### src/rtl/period_gen_pkg.sv
// Shared definitions for the period generator: FSM state encodings, default
// microsecond prescale and a counter-width helper.
package period_gen_pkg;

    typedef enum logic [1:0] {
        ST_IDLE = 2'b00,
        ST_HIGH = 2'b01,
        ST_LOW  = 2'b10,
        ST_DONE = 2'b11
    } state_t;

    localparam int DEFAULT_CLK_US_COUNT = 100;

    // Width of a counter that must hold 0..count-1; never narrower than 1 bit.
    function automatic int width_of(input int count);
        if (count <= 2) begin
            return 1;
        end
        return $clog2(count);
    endfunction

endpackage

### src/rtl/period_generator_us_tick_gen.sv
// Microsecond prescaler: counts clocks 0..CLK_US_COUNT-1 while enabled and
// flags the last clock of each microsecond on tick.
module us_tick_gen
    import period_gen_pkg::*;
#(
    parameter int CLK_US_COUNT = DEFAULT_CLK_US_COUNT
) (
    input  logic clk,
    input  logic reset,
    input  logic clr,
    input  logic en,
    output logic tick
);

    localparam int TW = width_of(CLK_US_COUNT);

    logic [TW-1:0] t_reg;

    assign tick = (t_reg == TW'(CLK_US_COUNT - 1));

    always_ff @(posedge clk or negedge reset) begin
        if (!reset) begin
            t_reg <= '0;
        end else if (clr) begin
            t_reg <= '0;
        end else if (en) begin
            t_reg <= tick ? '0 : t_reg + TW'(1);
        end
    end

endmodule

### src/rtl/period_generator.sv
// Programmable square-wave source: emits n periods (0 = until stopped) of
// prd microseconds on so. Optional edge_tick output under PERIOD_GEN_EDGE_TICK_EN.
module period_generator
    import period_gen_pkg::*;
#(
    parameter int CLK_US_COUNT = DEFAULT_CLK_US_COUNT,
    parameter int PRD_W        = 20,
    parameter int N_W          = 8
) (
    input  logic             clk,
    input  logic             reset,
    input  logic             start,
    input  logic             stop,
    input  logic [PRD_W-1:0] prd,
    input  logic [N_W-1:0]   n,
    output logic             so,
    output logic             ready,
`ifdef PERIOD_GEN_EDGE_TICK_EN
    output logic             edge_tick,
`endif
    output logic             done_tick
);

    state_t           state_reg, state_next;
    logic [PRD_W-1:0] prd_reg, prd_next;
    logic [PRD_W-1:0] u_reg, u_next;
    logic [N_W-1:0]   n_reg, n_next;
    logic             stop_pending_reg, stop_pending_next;
    logic             so_reg;
    logic             t_clr, t_en, us_tick;
    logic [PRD_W-1:0] half_h, half_l;

    us_tick_gen #(
        .CLK_US_COUNT(CLK_US_COUNT)
    ) u_tick (
        .clk   (clk),
        .reset (reset),
        .clr   (t_clr),
        .en    (t_en),
        .tick  (us_tick)
    );

    // Odd periods give the spare microsecond to the low half.
    assign half_h = prd_reg >> 1;
    assign half_l = prd_reg - half_h;

    always_comb begin
        state_next        = state_reg;
        prd_next          = prd_reg;
        u_next            = u_reg;
        n_next            = n_reg;
        stop_pending_next = stop_pending_reg;
        t_clr             = 1'b0;
        t_en              = 1'b0;
        case (state_reg)
            ST_IDLE: begin
                if (start) begin
                    prd_next          = prd;
                    n_next            = n;
                    u_next            = '0;
                    stop_pending_next = 1'b0;
                    t_clr             = 1'b1;
                    state_next        = (prd < PRD_W'(2)) ? ST_DONE : ST_HIGH;
                end
            end
            ST_HIGH: begin
                t_en = 1'b1;
                if (stop) begin
                    stop_pending_next = 1'b1;
                end
                if (us_tick) begin
                    if (u_reg == half_h - PRD_W'(1)) begin
                        u_next     = '0;
                        state_next = ST_LOW;
                    end else begin
                        u_next = u_reg + PRD_W'(1);
                    end
                end
            end
            ST_LOW: begin
                t_en = 1'b1;
                if (stop) begin
                    stop_pending_next = 1'b1;
                end
                if (us_tick) begin
                    if (u_reg == half_l - PRD_W'(1)) begin
                        u_next = '0;
                        // A stop sampled on the boundary cycle still ends this period.
                        if (stop_pending_reg || stop || n_reg == N_W'(1)) begin
                            state_next = ST_DONE;
                        end else begin
                            if (n_reg != '0) begin
                                n_next = n_reg - N_W'(1);
                            end
                            state_next = ST_HIGH;
                        end
                    end else begin
                        u_next = u_reg + PRD_W'(1);
                    end
                end
            end
            ST_DONE: begin
                state_next = ST_IDLE;
            end
            default: begin
                state_next = ST_IDLE;
            end
        endcase
    end

    always_ff @(posedge clk or negedge reset) begin
        if (!reset) begin
            state_reg        <= ST_IDLE;
            prd_reg          <= '0;
            u_reg            <= '0;
            n_reg            <= '0;
            stop_pending_reg <= 1'b0;
            so_reg           <= 1'b0;
        end else begin
            state_reg        <= state_next;
            prd_reg          <= prd_next;
            u_reg            <= u_next;
            n_reg            <= n_next;
            stop_pending_reg <= stop_pending_next;
            so_reg           <= (state_next == ST_HIGH);
        end
    end

    assign so        = so_reg;
    assign ready     = (state_reg == ST_IDLE);
    assign done_tick = (state_reg == ST_DONE);

`ifdef PERIOD_GEN_EDGE_TICK_EN
    logic edge_tick_reg;

    always_ff @(posedge clk or negedge reset) begin
        if (!reset) begin
            edge_tick_reg <= 1'b0;
        end else begin
            edge_tick_reg <= (state_next == ST_HIGH) && (state_reg != ST_HIGH);
        end
    end

    assign edge_tick = edge_tick_reg;
`endif

endmodule

### config.mk
export PLATFORM = sky130hd
export DESIGN_NAME = period_generator
export DESIGN_NICKNAME = d
export VERILOG_FILES = /design/src/rtl/period_gen_pkg.sv /design/src/rtl/period_generator_us_tick_gen.sv /design/src/rtl/period_generator.sv
export SDC_FILE = /design/constraint.sdc
export NUM_CORES = 1
export LEC_CHECK = 0
export BUFFER_PORTS_ARGS = -buffer_cell sky130_fd_sc_hd__buf_2
export CORE_UTILIZATION = 35
export DETAILED_ROUTE_END_ITERATION = 10
export PLACE_DENSITY = 0.51
export SLEW_MARGIN = 10
export SYNTH_ARGS = -nofsm -noshare
export SYNTH_HDL_FRONTEND = slang
export SYNTH_SLANG_ARGS = --single-unit
### constraint.sdc
create_clock -name clk -period 4.05 [get_ports clk]
set_clock_uncertainty 0.2 [all_clocks]
set_input_delay 1.215 -clock clk [delete_from_list [all_inputs] [get_ports clk]]
set_output_delay 1.215 -clock clk [all_outputs]
set_load 0.03 [all_outputs]
; ---- After elaboration in Yosys (flattened, before gate mapping)
; Cells that the tools add are included.
[totals]
reg_bits = 59
latchBits = 0
mem_bits_rw = 0
romBits = 0
in_bits = 32
out_inout_bits = 3
elab_cells = 71
memories = 0
[classes]
addsub = 6
mul = 0
div = 0
order_cmp = 1
eq_ne = 15
shifts = 0
n_mux = 29
n_bitwise = 0
reduce_logical = 13
[ops]
columns = cell, count
row1 = 20-bit two-way mux, 5
row2 = 20-bit one-hot mux with 3 select lines, 1
row3 = 20-bit equality test, 2
row4 = 8-bit two-way mux, 5
row5 = 7-bit two-way mux, 3
row6 = 20-bit by 1-bit adder with 20-bit output (second input constant), 1
row7 = 20-bit by 2-bit < comparator with 1-bit output (second input constant), 1
row8 = 19-bit by 1-bit subtractor with 20-bit output (second input constant), 1
row9 = 20-bit by 1-bit subtractor with 20-bit output (second input constant), 1
row10 = 20-bit by 19-bit subtractor with 20-bit output, 1
row11 = 8-bit one-hot mux with 2 select lines, 1
row12 = 2-bit two-way mux, 7
row13 = 8-bit by 1-bit equality test with 1-bit output (second input constant), 1
row14 = 2-bit inequality test (second input constant), 4
row15 = 2-bit one-hot mux with 4 select lines, 1
row16 = 8-bit nonzero test, 1
row17 = 8-bit by 1-bit subtractor with 8-bit output (second input constant), 1
row18 = 7-bit by 1-bit adder with 7-bit output (second input constant), 1
row19 = 7-bit equality test (second input constant), 1
row20 = 2-bit by 1-bit inequality test with 1-bit output (second input constant), 3
row21 = 6-bit AND reduction, 1
row22 = 2-bit nonzero test, 3
row23 = 1-bit two-way mux, 5
row24 = 2-bit by 1-bit equality test with 1-bit output (second input constant), 2
row25 = other kinds (9), 11

; ---- Depth between registers and ports, before layout
[depth]
ltp_word = 7
depth_mapped = 14
mapped_depth_nobuf = 13

; ---- Hierarchy
; From an unflattened synthesis, not the netlist that was laid out.
[hier_totals]
hier_cells = 702
area_unflattened_um2 = 5729.2
[modules_own_cells]
columns = mod, instances, cells_each, area_per_inst_um2, seq_area_each_um2
row1 = period_generator, 1, 660, 5342.6, 1301.2
row2 = us_tick_gen, 1, 42, 386.6, 175.2

; ---- Worst setup path before layout
; OpenSTA, ideal clock, no wires.
[synth_path]
path_kind = reg2reg
from = reg prd_reg[1]
to = reg n_reg[2]
setup_ns = 0.126
arrival_time_ns = 3.565
t_required_ns = 3.724
path_slack_ns = 0.159
stages_incl_launch_ff = 14
n_path_buf = 1
synth_period_minus_slack_ns = 3.891
cell_sequence = dfrtp_1 inv_1 ha_1 fa_1 nand2b_1 a2111o_1 a2111oi_0 o31ai_1 mux2i_1 or3b_1 nand4b_1 or3_1 buf_2 a311o_1
[synth_via]
elab_chain_cells = 5
[synth_lines]
columns = item, line_no
row1 = "start, declared", period_generator.sv:25  ; logic [PRD_W-1:0] prd_reg, prd_next;
row2 = "start signal, assigned", period_generator.sv:121  ; prd_reg <= prd_next;
row3 = 20-bit by 19-bit subtractor with 20-bit output, period_generator.sv:45  ; assign half_l = prd_reg - half_h;
row4 = 20-bit by 1-bit subtractor with 20-bit output, period_generator.sv:86  ; if (u_reg == half_l - PRD_W'(1)) begin
row5 = 20-bit equality test, period_generator.sv:86
row6 = 2-bit inequality test (no line), n/a
row7 = 6-bit AND reduction (no line), n/a
row8 = "end signal, assigned", period_generator.sv:123  ; n_reg <= n_next;
row9 = "end, declared", period_generator.sv:27  ; logic [N_W-1:0] n_reg, n_next;
; No other way between the ends.
; A chain may end at the register's enable or synchronous reset.

; ---- Worst setup path after layout
[layout_path]
from = reg prd_reg[2]
to = reg n_reg[5]
; The elaborated chain is that of the path after synthesis.

==> run summary <==
Final max-slew violation count -> 0
CTS tree -> built
Crit end category -> flip-flop
Drt wl/cell -> 17.3 um
DRT Pass-1 Iters -> 4
Worst hold path type -> reg -> reg
Sequential power share -> 0.412
Final setup violation count -> 0
Pin count of the biggest net entering global routing -> 32
Clock sinks -> 59
Fin area -> 0.00704 mm2
Worst Reg-to-Reg Cells -> 14
Placer's final routability congestion estimate -> 0.879
Post-layout power -> 1.43 mW
WP data required -> 4130 ps
Crit-path max FO -> 8
Placed instance area -> 0.00649 mm2
Clk pwr share -> 0.562
Clk_lat worst skew -> 350 ps
Fin. Hold Viols -> 0
Post-synth top cells -> nand2_1, ha_1, dfrtp_1
Worst slew margin -> 0.511
Crit path to -> n_reg[5]
TritonCTS Buffers -> 9
Vias/cell -> 5.45
CTS root buffer -> clkbuf_16
Synth Cell Area -> 0.00578 mm2
Port buffer count -> 34
Dpl ws -> -87.7 ps
Tmin final -> 3970 ps
Ys flop type -> dfrtp_1
Worst-Margin Slew -> 734 ps
Max-Cap Viols -> 0
Drt initial violations -> 395
Total Wirelength -> 17300 um
Fmax -> 252 MHz
Row cnt -> 46
FILL cells -> 1641
Asr flop ratio synth -> 1.00
First-pass GRT wire length -> 27600 um
P_sw -> 334 uW
Initial core utilization -> 0.361
Post-synth top area cell -> dfrtp_1
RSZ-0062 raised after global routing -> true
Dpl hpwl -> 13400 um
Layout net count -> 878
Worst Path Arrival -> 4050 ps
Area contributors post-synth -> dfrtp_1, ha_1, xnor2_1
Layout cell share with drive strength beyond 1 -> 0.198
Core Area -> 0.0160 mm2
Antenna Cells -> 0
Die W -> 130 um
Switching share of power -> 0.233
Deepest clock path buffer count -> 2
Combinational power share -> 0.025
Post-route setup slack -> 78.4 ps
Post-Synthesis Cells -> 715
Boundary Pins -> 35
Die height -> 130 um
Htree depth -> 3
Antenna Nets Post-Route -> 0
PD cells -> 203 mW/mm2
Setup CP Type -> reg -> reg
Antenna violations before repair -> 0
Worst r2r src -> prd_reg[2]
Origin of the worst setup path -> prd_reg[2]
Hold_buf cts -> 0
Critical Path Start Type -> flip-flop
Flop-to-flop setup slack -> 80 ps
Post-synth top area share -> 0.256
Reg2Reg Capture Point -> n_reg[5]
Synth-to-Final Area Change -> 21.9%
Yosys Warn Count -> 0
Static Leak -> 3.04 nW
Syn_area_per_cell -> 8.08 um2
Remaining global-route overflow -> 0
Most numerous cell in the Yosys netlist -> nand2_1
WHS -> 352 ps
Maximum VDD drop -> 237 uV
Netlist cell types -> 77
Number of global-route vias before repair -> 5504
Crit share post-route -> 0.981
Post-synth EDFFs -> 0
Outcome -> finished, final reports clean
Vias -> 5477
Syn nets -> 809
FF+latch count, synth -> 59
Cell internal pwr -> 1.10 mW
Clock transition at path regs -> 60 ps
Sequential share of the synthesized area -> 0.256
GRT Total Usage -> 0.211
DRC violations left -> 0
Die area -> 0.0170 mm2
==> layout by cell type (no fill, tap or decap), types with 25 or more instances in the layout <==
cell type / n
a21oi_1: 37
a31oi_1: 26
buf_2: 34
buf_4: 51
dfrtp_1: 59
ha_1: 57
inv_1: 40
nand2_1: 82
nand3_1: 25
nor2_1: 41
o21ai_0: 38
xnor2_1: 35
xor2_1: 26
==> power by group through the flow <==
| stage | clock network (mW) | logic, mW | registers (mW) |
|---|---|---|---|
| 3_5_place_dp | 0 | 0.0372 | 0.600 |
| 3_3_place_gp | 0 | 0.0362 | 0.600 |
| 6_report | 0.804 | 0.0362 | 0.590 |
| 5_1_grt | 0.848 | 0.0404 | 0.589 |
| 2_1_floorplan | 0 | 0.00143 | 0.600 |
| 4_1_cts | 0.831 | 0.0374 | 0.589 |
==> worst max-delay path, stage by stage (launching register included) <==
cell	delay, ps
dfrtp_1	410
inv_4	110
buf_6	110
fa_2	210
nand2b_1	70
a2111o_1	470
a2111oi_4	330
buf_4	180
o31ai_2	60
mux2i_1	160
or3b_4	450
nand4b_1	210
or3_4	410
or4_1	410
nand3_1	100
==> area by class of cell <==
cell class | instances | area, um2 | area share
clock inverter | 6 | 65.1 | 0.00924
sequential | 59 | 1480 | 0.210
timing repair buffer | 87 | 584 | 0.0830
multi-input combinational | 580 | 4230 | 0.600
inverter | 47 | 179 | 0.0254
tap | 216 | 270 | 0.0384
clock buffer | 10 | 239 | 0.0339
==> stage by stage <==
step	utilization	setup TNS, ps	instances
after floorplan	-	0	715
after global placement	0.405	-28.7	986
after detailed placement	0.405	-130	986
after CTS	0.426	0	1002
after global routing	0.440	-233	1005
final	0.440	0	1005
==> metal layers <==
| metal | share of wire | up-vias | global-route usage |
|---|---|---|---|
| met2 | 0.47 | 104 | 0.355 |
| met4 | 0.023 | 0 | 0.0737 |
| met5 | 0 | - | 0 |
| li1 | - | 2716 | - |
| met3 | 0.032 | 28 | 0.0330 |
| met1 | 0.47 | 2629 | 0.276 |
==> worst min-delay path by stage <==
stage	from	end	slack, ps	cells past startpoint
floorplan	prd_reg[0]	prd_reg[0]	250	2
global placement	prd_reg[0]	prd_reg[0]	310	2
detailed placement	prd_reg[0]	prd_reg[0]	310	2
CTS	prd_reg[0]	prd_reg[0]	320	2
global route	stop_pending_reg	stop_pending_reg	400	2
finish	stop_pending_reg	stop_pending_reg	350	2
==> repair_timing <==
item / CTS / global route
pin swaps: 0 / 8
resized for setup: 5 / 42
setup endpoints to repair: 15 / 31
buffers inserted: 0 / 3
==> logic make-up (layout without fill, tap and decap cells) <==
group | Yosys count | count (layout) | share of synthesized area
AND/OR/NAND/NOR | 265 | 265 | 0.236
adder cells (fa/ha/maj) | 62 | 62 | 0.136
multiplexers | 6 | 6 | 0.0106
XOR/XNOR | 62 | 62 | 0.0940
AO/OA/AOI/OAI | 185 | 185 | 0.217
flip-flops | 59 | 59 | 0.256
buffers and inverters | 76 | 150 | 0.0511
Power figures use the tool's default switching activity.
